File: src/rtl/mpu_encoder_if.sv
// ---------------------------------------------------------------------------
// mpu_encoder_if
// Groups the field-input handshake and the byte-output stream of the MPU
// instruction encoder.
//   in_valid/in_ready      : instruction-field handshake (source -> encoder)
//   in_op, in_size         : opcode and operand size class
//   in_idx0..3, in_s0..3   : register indices and per-operand selectors
//   in_imm, in_addr        : LOAD immediate, JMP target
//   out_valid/out_ready    : byte stream handshake (encoder -> sink)
//   out_data, out_last     : encoded byte and end-of-instruction marker
//   isize                  : byte length of the instruction being emitted
//   err                    : one-cycle pulse on an unsupported opcode
// The master modport is the side that supplies fields and sinks bytes; the
// slave modport is the encoder itself.
// ---------------------------------------------------------------------------
interface mpu_encoder_if;
  logic        in_valid;
  logic        in_ready;
  logic [3:0]  in_op;
  logic [1:0]  in_size;
  logic [4:0]  in_idx0;
  logic [4:0]  in_idx1;
  logic [4:0]  in_idx2;
  logic [4:0]  in_idx3;
  logic [2:0]  in_s0;
  logic [2:0]  in_s1;
  logic [2:0]  in_s2;
  logic [2:0]  in_s3;
  logic [63:0] in_imm;
  logic [15:0] in_addr;
  logic        out_valid;
  logic        out_ready;
  logic [7:0]  out_data;
  logic        out_last;
  logic [3:0]  isize;
  logic        err;

  modport master (
    output in_valid, in_op, in_size,
    output in_idx0, in_idx1, in_idx2, in_idx3,
    output in_s0, in_s1, in_s2, in_s3,
    output in_imm, in_addr, out_ready,
    input  in_ready, out_valid, out_data, out_last, isize, err
  );

  modport slave (
    input  in_valid, in_op, in_size,
    input  in_idx0, in_idx1, in_idx2, in_idx3,
    input  in_s0, in_s1, in_s2, in_s3,
    input  in_imm, in_addr, out_ready,
    output in_ready, out_valid, out_data, out_last, isize, err
  );
endinterface

File: src/rtl/mpu_encoder.sv
// ---------------------------------------------------------------------------
// mpu_encoder
// Serialises one MPU instruction into a byte stream. Fields are captured on
// the in_valid/in_ready handshake, then bytes are emitted one per accepted
// out_valid/out_ready beat, LSB-first for multi-byte immediates/addresses.
// Ports:
//   sys_clk : single clock, rising edge
//   sys_rst : asynchronous, active-low reset
//   bus     : mpu_encoder_if.slave (field input, byte output, isize, err)
// Layouts (byte0 = {op, 2'b00, size}, operand k = {idxk, sk}):
//   MASK/CMP: byte0 + operands 0..3         (5 bytes)
//   LT      : byte0 + operands 0..2         (4 bytes)
//   MLOAD   : byte0 + operand 0             (2 bytes)
//   LOAD    : byte0 + operand 0 + 1<<size immediate bytes (3/4/6/10)
//   JMP     : byte0 + addr[7:0] + addr[15:8] (3 bytes)
// ---------------------------------------------------------------------------
module mpu_encoder (
  input  logic         sys_clk,
  input  logic         sys_rst,
  mpu_encoder_if.slave bus
);

  typedef enum logic {
    IDLE = 1'b0,
    EMIT = 1'b1
  } state_t;

  localparam logic [3:0] OP_MASK  = 4'h1;
  localparam logic [3:0] OP_CMP   = 4'h2;
  localparam logic [3:0] OP_LT    = 4'h3;
  localparam logic [3:0] OP_MLOAD = 4'hd;
  localparam logic [3:0] OP_LOAD  = 4'he;
  localparam logic [3:0] OP_JMP   = 4'hf;

  state_t      state_q, state_d;
  logic [3:0]  cnt_q, cnt_d;
  logic [3:0]  isize_q, isize_d;
  logic        err_q, err_d;
  logic [3:0]  op_q, op_d;
  logic [1:0]  size_q, size_d;
  logic [4:0]  idx_q [4];
  logic [4:0]  idx_d [4];
  logic [2:0]  s_q [4];
  logic [2:0]  s_d [4];
  logic [63:0] imm_q, imm_d;
  logic [15:0] addr_q, addr_d;

  logic        accept;
  logic [3:0]  new_isize;
  logic [7:0]  byte_sel;
  logic [1:0]  opnd_k;
  logic [2:0]  imm_k;

  // Instruction length straight from the incoming fields; zero marks an
  // unsupported opcode, so the same decode also acts as the legality check.
  always_comb begin
    new_isize = 4'd0;
    case (bus.in_op)
      OP_MASK, OP_CMP: new_isize = 4'd5;
      OP_LT:           new_isize = 4'd4;
      OP_MLOAD:        new_isize = 4'd2;
      OP_LOAD:         new_isize = 4'd2 + (4'd1 << bus.in_size);
      OP_JMP:          new_isize = 4'd3;
      default:         new_isize = 4'd0;
    endcase
  end

  assign accept = bus.in_valid && (state_q == IDLE);

  // Next-state process.
  // NOTE: every variable gets its default before the case; any path that
  // skipped an assignment would otherwise infer a latch.
  always_comb begin
    state_d = state_q;
    cnt_d   = cnt_q;
    isize_d = isize_q;
    err_d   = 1'b0;
    op_d    = op_q;
    size_d  = size_q;
    idx_d   = idx_q;
    s_d     = s_q;
    imm_d   = imm_q;
    addr_d  = addr_q;

    case (state_q)
      IDLE: begin
        if (accept) begin
          // Fields are snapshotted so later input changes cannot reach
          // bytes already in flight.
          op_d     = bus.in_op;
          size_d   = bus.in_size;
          idx_d[0] = bus.in_idx0;
          idx_d[1] = bus.in_idx1;
          idx_d[2] = bus.in_idx2;
          idx_d[3] = bus.in_idx3;
          s_d[0]   = bus.in_s0;
          s_d[1]   = bus.in_s1;
          s_d[2]   = bus.in_s2;
          s_d[3]   = bus.in_s3;
          imm_d    = bus.in_imm;
          addr_d   = bus.in_addr;
          if (new_isize != 4'd0) begin
            state_d = EMIT;
            cnt_d   = 4'd0;
            isize_d = new_isize;
          end else begin
            // Unsupported opcode: stay idle, keep the previous isize.
            err_d = 1'b1;
          end
        end
      end
      EMIT: begin
        if (bus.out_ready) begin
          if (cnt_q == isize_q - 4'd1) begin
            state_d = IDLE;
            cnt_d   = 4'd0;
          end else begin
            cnt_d = cnt_q + 4'd1;
          end
        end
      end
      default: state_d = IDLE;
    endcase
  end

  // NOTE: sequential state uses non-blocking assignments so every register
  // samples its pre-edge value regardless of statement order.
  always_ff @(posedge sys_clk or negedge sys_rst) begin
    if (!sys_rst) begin
      state_q <= IDLE;
      cnt_q   <= 4'd0;
      isize_q <= 4'd0;
      err_q   <= 1'b0;
      op_q    <= 4'd0;
      size_q  <= 2'd0;
      for (int i = 0; i < 4; i++) begin
        idx_q[i] <= 5'd0;
        s_q[i]   <= 3'd0;
      end
      imm_q   <= 64'd0;
      addr_q  <= 16'd0;
    end else begin
      state_q <= state_d;
      cnt_q   <= cnt_d;
      isize_q <= isize_d;
      err_q   <= err_d;
      op_q    <= op_d;
      size_q  <= size_d;
      idx_q   <= idx_d;
      s_q     <= s_d;
      imm_q   <= imm_d;
      addr_q  <= addr_d;
    end
  end

  // Byte position -> operand / immediate slot. Byte 1 is operand 0; for
  // LOAD, byte 2 onward is the immediate, LSB first.
  assign opnd_k = 2'(cnt_q - 4'd1);
  assign imm_k  = 3'(cnt_q - 4'd2);

  always_comb begin
    byte_sel = 8'h00;
    if (cnt_q == 4'd0) begin
      byte_sel = {op_q, 2'b00, size_q};
    end else if (op_q == OP_JMP) begin
      byte_sel = (cnt_q == 4'd1) ? addr_q[7:0] : addr_q[15:8];
    end else if (op_q == OP_LOAD && cnt_q >= 4'd2) begin
      byte_sel = imm_q[{imm_k, 3'b000} +: 8];
    end else begin
      byte_sel = {idx_q[opnd_k], s_q[opnd_k]};
    end
  end

  assign bus.in_ready  = (state_q == IDLE);
  assign bus.out_valid = (state_q == EMIT);
  assign bus.out_data  = (state_q == EMIT) ? byte_sel : 8'h00;
  assign bus.out_last  = (state_q == EMIT) && (cnt_q == isize_q - 4'd1);
  assign bus.isize     = isize_q;
  assign bus.err       = err_q;

endmodule

File: src/flat_wrapper.sv
// flat-port wrapper written by rule: the top's interface ports become plain ports
module mpu_encoder_flat 
  (sys_clk, sys_rst, bus_in_valid, bus_in_op, bus_in_size, bus_in_idx0, bus_in_idx1, bus_in_idx2, bus_in_idx3, bus_in_s0, bus_in_s1, bus_in_s2, bus_in_s3, bus_in_imm, bus_in_addr, bus_out_ready, bus_in_ready, bus_out_valid, bus_out_data, bus_out_last, bus_isize, bus_err);
  mpu_encoder_if bus_i ();
  input  logic sys_clk;
  input  logic sys_rst;
  input wire logic [$bits(bus_i.in_valid)-1:0] bus_in_valid;
  input wire logic [$bits(bus_i.in_op)-1:0] bus_in_op;
  input wire logic [$bits(bus_i.in_size)-1:0] bus_in_size;
  input wire logic [$bits(bus_i.in_idx0)-1:0] bus_in_idx0;
  input wire logic [$bits(bus_i.in_idx1)-1:0] bus_in_idx1;
  input wire logic [$bits(bus_i.in_idx2)-1:0] bus_in_idx2;
  input wire logic [$bits(bus_i.in_idx3)-1:0] bus_in_idx3;
  input wire logic [$bits(bus_i.in_s0)-1:0] bus_in_s0;
  input wire logic [$bits(bus_i.in_s1)-1:0] bus_in_s1;
  input wire logic [$bits(bus_i.in_s2)-1:0] bus_in_s2;
  input wire logic [$bits(bus_i.in_s3)-1:0] bus_in_s3;
  input wire logic [$bits(bus_i.in_imm)-1:0] bus_in_imm;
  input wire logic [$bits(bus_i.in_addr)-1:0] bus_in_addr;
  input wire logic [$bits(bus_i.out_ready)-1:0] bus_out_ready;
  output wire logic [$bits(bus_i.in_ready)-1:0] bus_in_ready;
  output wire logic [$bits(bus_i.out_valid)-1:0] bus_out_valid;
  output wire logic [$bits(bus_i.out_data)-1:0] bus_out_data;
  output wire logic [$bits(bus_i.out_last)-1:0] bus_out_last;
  output wire logic [$bits(bus_i.isize)-1:0] bus_isize;
  output wire logic [$bits(bus_i.err)-1:0] bus_err;
  assign bus_i.in_valid = bus_in_valid;
  assign bus_i.in_op = bus_in_op;
  assign bus_i.in_size = bus_in_size;
  assign bus_i.in_idx0 = bus_in_idx0;
  assign bus_i.in_idx1 = bus_in_idx1;
  assign bus_i.in_idx2 = bus_in_idx2;
  assign bus_i.in_idx3 = bus_in_idx3;
  assign bus_i.in_s0 = bus_in_s0;
  assign bus_i.in_s1 = bus_in_s1;
  assign bus_i.in_s2 = bus_in_s2;
  assign bus_i.in_s3 = bus_in_s3;
  assign bus_i.in_imm = bus_in_imm;
  assign bus_i.in_addr = bus_in_addr;
  assign bus_i.out_ready = bus_out_ready;
  assign bus_in_ready = bus_i.in_ready;
  assign bus_out_valid = bus_i.out_valid;
  assign bus_out_data = bus_i.out_data;
  assign bus_out_last = bus_i.out_last;
  assign bus_isize = bus_i.isize;
  assign bus_err = bus_i.err;
  mpu_encoder u_core (.sys_clk(sys_clk), .sys_rst(sys_rst), .bus(bus_i));
endmodule
File: config.mk
export PLATFORM = sky130hd
export DESIGN_NAME = mpu_encoder_flat
export DESIGN_NICKNAME = d
export VERILOG_FILES = /design/src/rtl/mpu_encoder_if.sv /design/src/rtl/mpu_encoder.sv /design/src/flat_wrapper.sv
export SDC_FILE = /design/constraint.sdc
export NUM_CORES = 1
export LEC_CHECK = 0
export ABC_CLOCK_PERIOD_IN_PS = 3100
export BUFFER_PORTS_ARGS = -buffer_cell sky130_fd_sc_hd__buf_2
export CAP_MARGIN = 20
export CORE_MARGIN = 1.5
export CORE_UTILIZATION = 55
export DETAILED_ROUTE_END_ITERATION = 8
export PLACE_DENSITY = 0.91
export SLEW_MARGIN = 15
export SYNTH_ARGS = -nofsm -noshare
export SYNTH_HDL_FRONTEND = slang
export SYNTH_SLANG_ARGS = --single-unit
File: constraint.sdc
create_clock -name sys_clk -period 3.1 [get_ports sys_clk]
set_input_delay 0.465 -clock sys_clk [delete_from_list [all_inputs] [get_ports sys_clk]]
set_output_delay 0.465 -clock sys_clk [all_outputs]
set_load 0.1 [all_outputs]
==> flow_summary.ini, run 1 <==
[synthesis]
synth_edf_count = 0
ys.flop_type = dfrtp_1
synth.top_cell.area_share_pct = 51.4
synthTopCellsByCount = nand2_1 (368), dfrtp_1 (128), clkbuf_1 (29), mux4_2 (13), o21ai_0 (12)
synth_seq_cells = 128
synthMuxAreaShare_pct = 11.5
synth-compound-area-share_pct = 4.72
synth_fa_ha_area_share_pct = 1.81
synth_fp_nets = 812
syn_avg_cell_area_sq_um = 9.15
synthesis.instances = 681
synth_cell_types = 44
yosysWarnings = 0
synth_top_family_by_area = simple AND/OR/NAND/NOR gates
yosysSeqAreaShare_pct = 51.4
netlist_area_sq_mm = 0.00623
synth.area.top_cells = dfrtp_1 (51%), nand2_1 (22%), mux4_2 (4.7%), mux4_1 (4.6%), ha_1 (1.8%)
synth_xor_area_share_pct = 0.984
async_reset_ff_share_pct = 100
synth.most_common_cell = nand2_1
synth-simple-area-share_pct = 26.1
synth_top_area_cell = dfrtp_1

[cts]
cts_sinks = 128
cts_root_buf = clkbuf_16
htreeDepth = 4
clkTransAtPathRegs_ps = 60
cts_tree = done
clkLatencyLatePin_ps = 420
cts_max_path_buffers = 2
cts_buffers = 17

[cells_and_area]
nets = 946
n_antenna_cell = 0
fillers = 699
seq_area_sq_mm = 0.00320
multi_input_area_sq_mm = 0.00307
area_growth_pct = 31.0
instances_no_fill = 968
layout-drive-gt1-share_pct = 29.3

[setup_path]
startpoint_type = flop
regToRegStartpoint = u_core.bus.out_valid
r2r_setup_slack_ps = 1000
cp-end-kind = output port
crit_required_ps = 2630
cp_max_fo = 8
rr_worst_depth = 5
reg2reg_to = u_core.imm_q[7]
crit_arrival_ps = 2620
critical_path_class = flop to output port

[job]
cap_violations = 0

[place]
dp_hpwl_mm = 10.9
io_buffers = 137
dp_cells = 928
routabilityCongestion = 0.884
place_ws_ps = 163

[sta]
fmax_ghz = 0.325
setup_slack_ps = 18.7
tns_ps = 0
timing.hold.ws_ps = 71.6
final-max-slew-violation-count = 0
relSlewSlack_pct = 56.8
period_needed_ps = 3080
fin_crit_sh_pct = 99.4
finalHoldViolCount = 0
tightest_slew_ps = 648
fin_skew_ps = 7.88
setup_viol = 0

[detailed_routing]
avgViaCountPerCell = 5.70
drc_errors = 0
vias = 5518
post_drt_wl_per_cell_um = 18.2
routed_wl_mm = 17.6
firstDrtPassIters = 5
ant_nets = 0
drtIter0Drc = 457

[grt]
grt.total_usage_pct = 30.3
grt_max_degree = 119
grt_pass1_vias = 5396
antenna_found_initial = 0
grt_first_pass_wirelength_mm = 26.9
grt_remaining_overflow = 0

[die]
core_sq_mm = 0.0109
core.rowCount = 38
die-area_sq_mm = 0.0120
fp.dieH_um = 109
initial_core_util_pct = 57.0
io_pins = 138
die_x_um = 109

[min_path]
hp-class = input port to async pin

[status]
status = finished, final reports clean

[pwr]
ir_drop_v = 0.00201
p_leak_nw = 4.25
power_density_mw_per_mm2 = 1290
power by group:
group	internal, mW	switching [mW]
sequential	2.45	0.604
combinational	2.16	3.24
clock	1.24	0.827
total	5.84	4.67
metal layers:
metal	track usage, %	vias to the layer above	routed length [um]
met3	7.23	30	1470
met1	39.4	2676	6990
met5	0	-	0
li1	-	2496	-
met4	11.0	0	329
met2	49.8	316	8800
worst max-delay path by stage:
| stage | from | end | slack, ps | depth (start not counted) |
|---|---|---|---|---|
| 2_1_floorplan | u_core.bus.isize[0] | bus_out_last | 0.5 | 6 |
| 3_3_place_gp | u_core.cnt_q[1] | bus_out_data[7] | 170 | 6 |
| 4_1_cts | u_core.cnt_q[1] | bus_out_data[2] | -20 | 8 |
| 3_5_place_dp | u_core.cnt_q[1] | bus_out_data[7] | 160 | 6 |
| 5_1_grt | u_core.cnt_q[1] | bus_out_data[7] | -7 | 7 |
| 6_report | u_core.cnt_q[1] | bus_out_data[4] | 20 | 7 |
through the flow:
| step | util [%] | power, mW | instance area (sq um) |
|---|---|---|---|
| after floorplan | - | 6.40 | 6370 |
| after global placement | 66.8 | 7.72 | 7300 |
| after detailed placement | 66.8 | 7.87 | 7300 |
| after CTS | 73.4 | 10.2 | 8030 |
| after global routing | 74.6 | 11.0 | 8160 |
| final | 74.6 | 10.5 | 8160 |
registers in the layout (all words and copies together) (netlist names):
signal                flops
u_core.bus.err            1
u_core.idx_q             20
u_core.cnt_q              4
u_core.op_q               4
u_core.imm_q             64
u_core.bus.out_valid      1
u_core.s_q               12
u_core.bus.isize          4
u_core.addr_q            16
u_core.size_q             2
critical path, cell delays in order (launching register included):
cell	delay, ps
dfrtp_2	460
buf_12	160
ha_1	170
or4_4	570
and2_4	230
nor3_2	310
nor3b_4	100
buf_12	190
layout by cell type, fill, tap and decap left out, types with 3 or more instances in the layout:
cell	Yosys	routed
nor3b_4	0	3
inv_1	7	6
mux4_1	11	11
nand2_1	368	365
nand2_4	0	3
mux4_2	13	13
dfrtp_1	128	127
buf_4	0	12
nor3_2	1	5
a32o_1	3	3
clkbuf_16	0	18
xnor2_1	7	7
o211ai_1	3	3
mux2_2	4	4
nor2_1	5	3
ha_1	9	7
nand3_1	4	4
buf_2	9	127
a21o_1	3	3
o21ai_0	12	12
a21oi_2	0	3
mux2i_1	9	9
and2_1	6	5
inv_6	0	6
buf_12	0	15
a21oi_1	8	5
logic make-up (layout without fill, tap and decap cells):
group                      Yosys count  in the layout
and+or+nand+nor                    407            408
DFF                                128            128
buffers and inverters               50            196
AOI/OAI and AO/OA                   43             43
muxes                               37             37
adders and majority gates            9              9
xor gates and xnor gates             7              7
area by class of cell:
class | count | area share, %
Clock buffer | 18 | 5.38
Clock inverter | 14 | 2.12
Inverter | 8 | 0.460
Timing Repair Buffer | 156 | 13.0
Sequential cell | 128 | 39.3
Tap cell | 140 | 2.15
Multi-Input combinational cell | 504 | 37.6
timing repair:
item,CTS,global route
pin swaps,0,4
resized for setup,26,11
gates cloned,0,2
setup endpoints to repair,8,8
hold buffers,0,0
buffers inserted,0,6
(Power assumes the default switching activity.)
==> run 2: changes to the inputs <==
--- a/config.mk
+++ b/config.mk
@@ -12,6 +12,7 @@
 export CORE_UTILIZATION = 55
 export DETAILED_ROUTE_END_ITERATION = 8
 export PLACE_DENSITY = 0.91
+export RECOVER_POWER = 50
 export SLEW_MARGIN = 15
 export SYNTH_ARGS = -nofsm -noshare
 export SYNTH_HDL_FRONTEND = slang
==> flow_summary.ini, run 2 (synthesis gave the netlist of run 1 again) <==
[status]
status = complete, but fails checks
violations = max-capacitance violations, max-slew violations

[die]
die_x_um = 109
initial_core_util_pct = 57.0
core.rowCount = 38
die-area_sq_mm = 0.0120
io_pins = 138
fp.dieH_um = 109
core_sq_mm = 0.0109

[cts]
cts_max_path_buffers = 2
cts_hold_buf = 0
cts_buffers = 17
clkLatencyLatePin_ps = 420
clkTransAtPathRegs_ps = 60
cts_sinks = 128
cts_root_buf = clkbuf_16
htreeDepth = 4
cts_tree = done

[sta]
fmax_ghz = 0.325
fin_crit_sh_pct = 99.1
period_needed_ps = 3070
fin_skew_ps = 8.17
final-max-slew-violation-count = 50
relSlewSlack_pct = -80.0
finalHoldViolCount = 0
tightest_slew_ps = 2700
setup_viol = 0

[place]
dp_hpwl_mm = 10.9
routabilityCongestion = 0.884
dp_cells = 928
post_dp_cell_area_sq_mm = 0.00730
io_buffers = 137

[detailed_routing]
routed_wl_mm = 17.6
drtIter0Drc = 477
firstDrtPassIters = 5
ant_nets = 0
avgViaCountPerCell = 5.67
vias = 5486
drc_errors = 0
post_drt_wl_per_cell_um = 18.2

[cells_and_area]
largest_reg_flops = 64
multi_input_area_sq_mm = 0.00306
largest-register = u_core.imm_q
fillers = 708
n_antenna_cell = 0
mostFrequentLayoutCell = nand2_1
area_growth_pct = 30.5
instances_no_fill = 968
reg.largest.list = u_core.imm_q x64, u_core.idx_q x20, u_core.addr_q x16
layout_common_cells = nand2_1 (365), dfrtp_1 (127), buf_2 (126), clkbuf_16 (18), buf_12 (14)
fin_area_sq_mm = 0.00813
layout-drive-gt1-share_pct = 29.0
nets = 946
seq_area_sq_mm = 0.00320

[grt]
grt_pass1_vias = 5396
grt_first_pass_wirelength_mm = 26.9
grt_remaining_overflow = 0
grt_max_degree = 119
antenna_found_initial = 0
grt.total_usage_pct = 30.3

[setup_path]
cp-end-kind = output port
crit_arrival_ps = 2610
r2r_setup_slack_ps = 750
critical_path_class = flop to output port
crit_chain = buf_12 > ha_1 > or4_4 > and2_4 > nor3_2 > nor3b_4 > buf_12
cp_max_fo = 8
rr_worst_depth = 4
startpoint_type = flop
slowest_stage = or4_4
crit_required_ps = 2630
reg2reg_to = u_core.bus.isize[3]
regToRegStartpoint = u_core.bus.out_valid
path_common_cell = buf_12
slowest_delay_ps = 570

[min_path]
hp-class = input port to flop
min_delay_worst_endpoint = u_core.imm_q[50]
holdCritStartpoint = bus_in_imm[50]
hold_depth = 3

[pwr]
p_leak_nw = 4.23
power_density_mw_per_mm2 = 1290
ir_drop_v = 0.00201

[job]
cap_violations = 1
-- run 2: cell count changes in the layout (fill, tap and decap cells not counted), sizes merged --
cell,delta
buf,-5
clkbuf,+5
-- run 2: repair_timing --
item                                    in CTS  in global routing
gates resized for setup                     26                 11
endpoints found under the setup margin       8                  8
buffers inserted                             0                  6
gates cloned                                 0                  2
pin swaps                                    0                  4
-- run 2: power breakdown --
group | total, mW | switching, mW | internal (mW)
registers | 3.05 | 0.600 | 2.45
clock network | 2.06 | 0.826 | 1.24
logic | 5.38 | 3.23 | 2.15
total | 10.5 | 4.65 | 5.84
-- run 2: worst max path at each step --
stage | startpoint | end | slack [ps]
floorplan | u_core.bus.isize[0] | bus_out_last | 0.5
global placement | u_core.cnt_q[1] | bus_out_data[7] | 170
detailed placement | u_core.cnt_q[1] | bus_out_data[7] | 160
CTS | u_core.cnt_q[1] | bus_out_data[2] | -20
global route | u_core.cnt_q[1] | bus_out_data[7] | -7
finish | u_core.cnt_q[1] | bus_out_data[4] | 30
-- run 2: layout make-up --
class	count	share of cell area (%)
sequential	128	39.4
multi-input combinational	504	37.7
timing repair buffer	156	12.8
clock buffer	18	5.40
tap	140	2.15
clock inverter	14	2.12
inverter	8	0.462
-- run 2: stage by stage --
step	setup slack (ps)	util, %	TNS [ps]	power (mW)	hold WS [ps]
2_1_floorplan	0.502	-	0	6.40	169
3_3_place_gp	169	66.8	0	7.72	451
3_5_place_dp	163	66.8	0	7.87	455
4_1_cts	-23.6	73.4	-57.9	10.2	82.1
5_1_grt	-6.53	74.4	-9.59	11.0	231
6_report	27.3	74.4	0	10.5	230
-- run 2: critical path, delay by kind of cell (launching register included) --
kind,cells,cell delay [ps]
adders and majority gates,1,170
buffers and inverters,2,350
and+or+nand+nor,4,1210
DFF,1,460
-- run 2: layer usage --
layer  global-route usage, %  up-vias  share of wire [%]
met1                    39.4     2634                 40
li1                        -     2499                  -
met4                    11.0        0                2.0
met5                       0        -                  0
met2                    49.8      320                 50
met3                    7.23       33                8.2
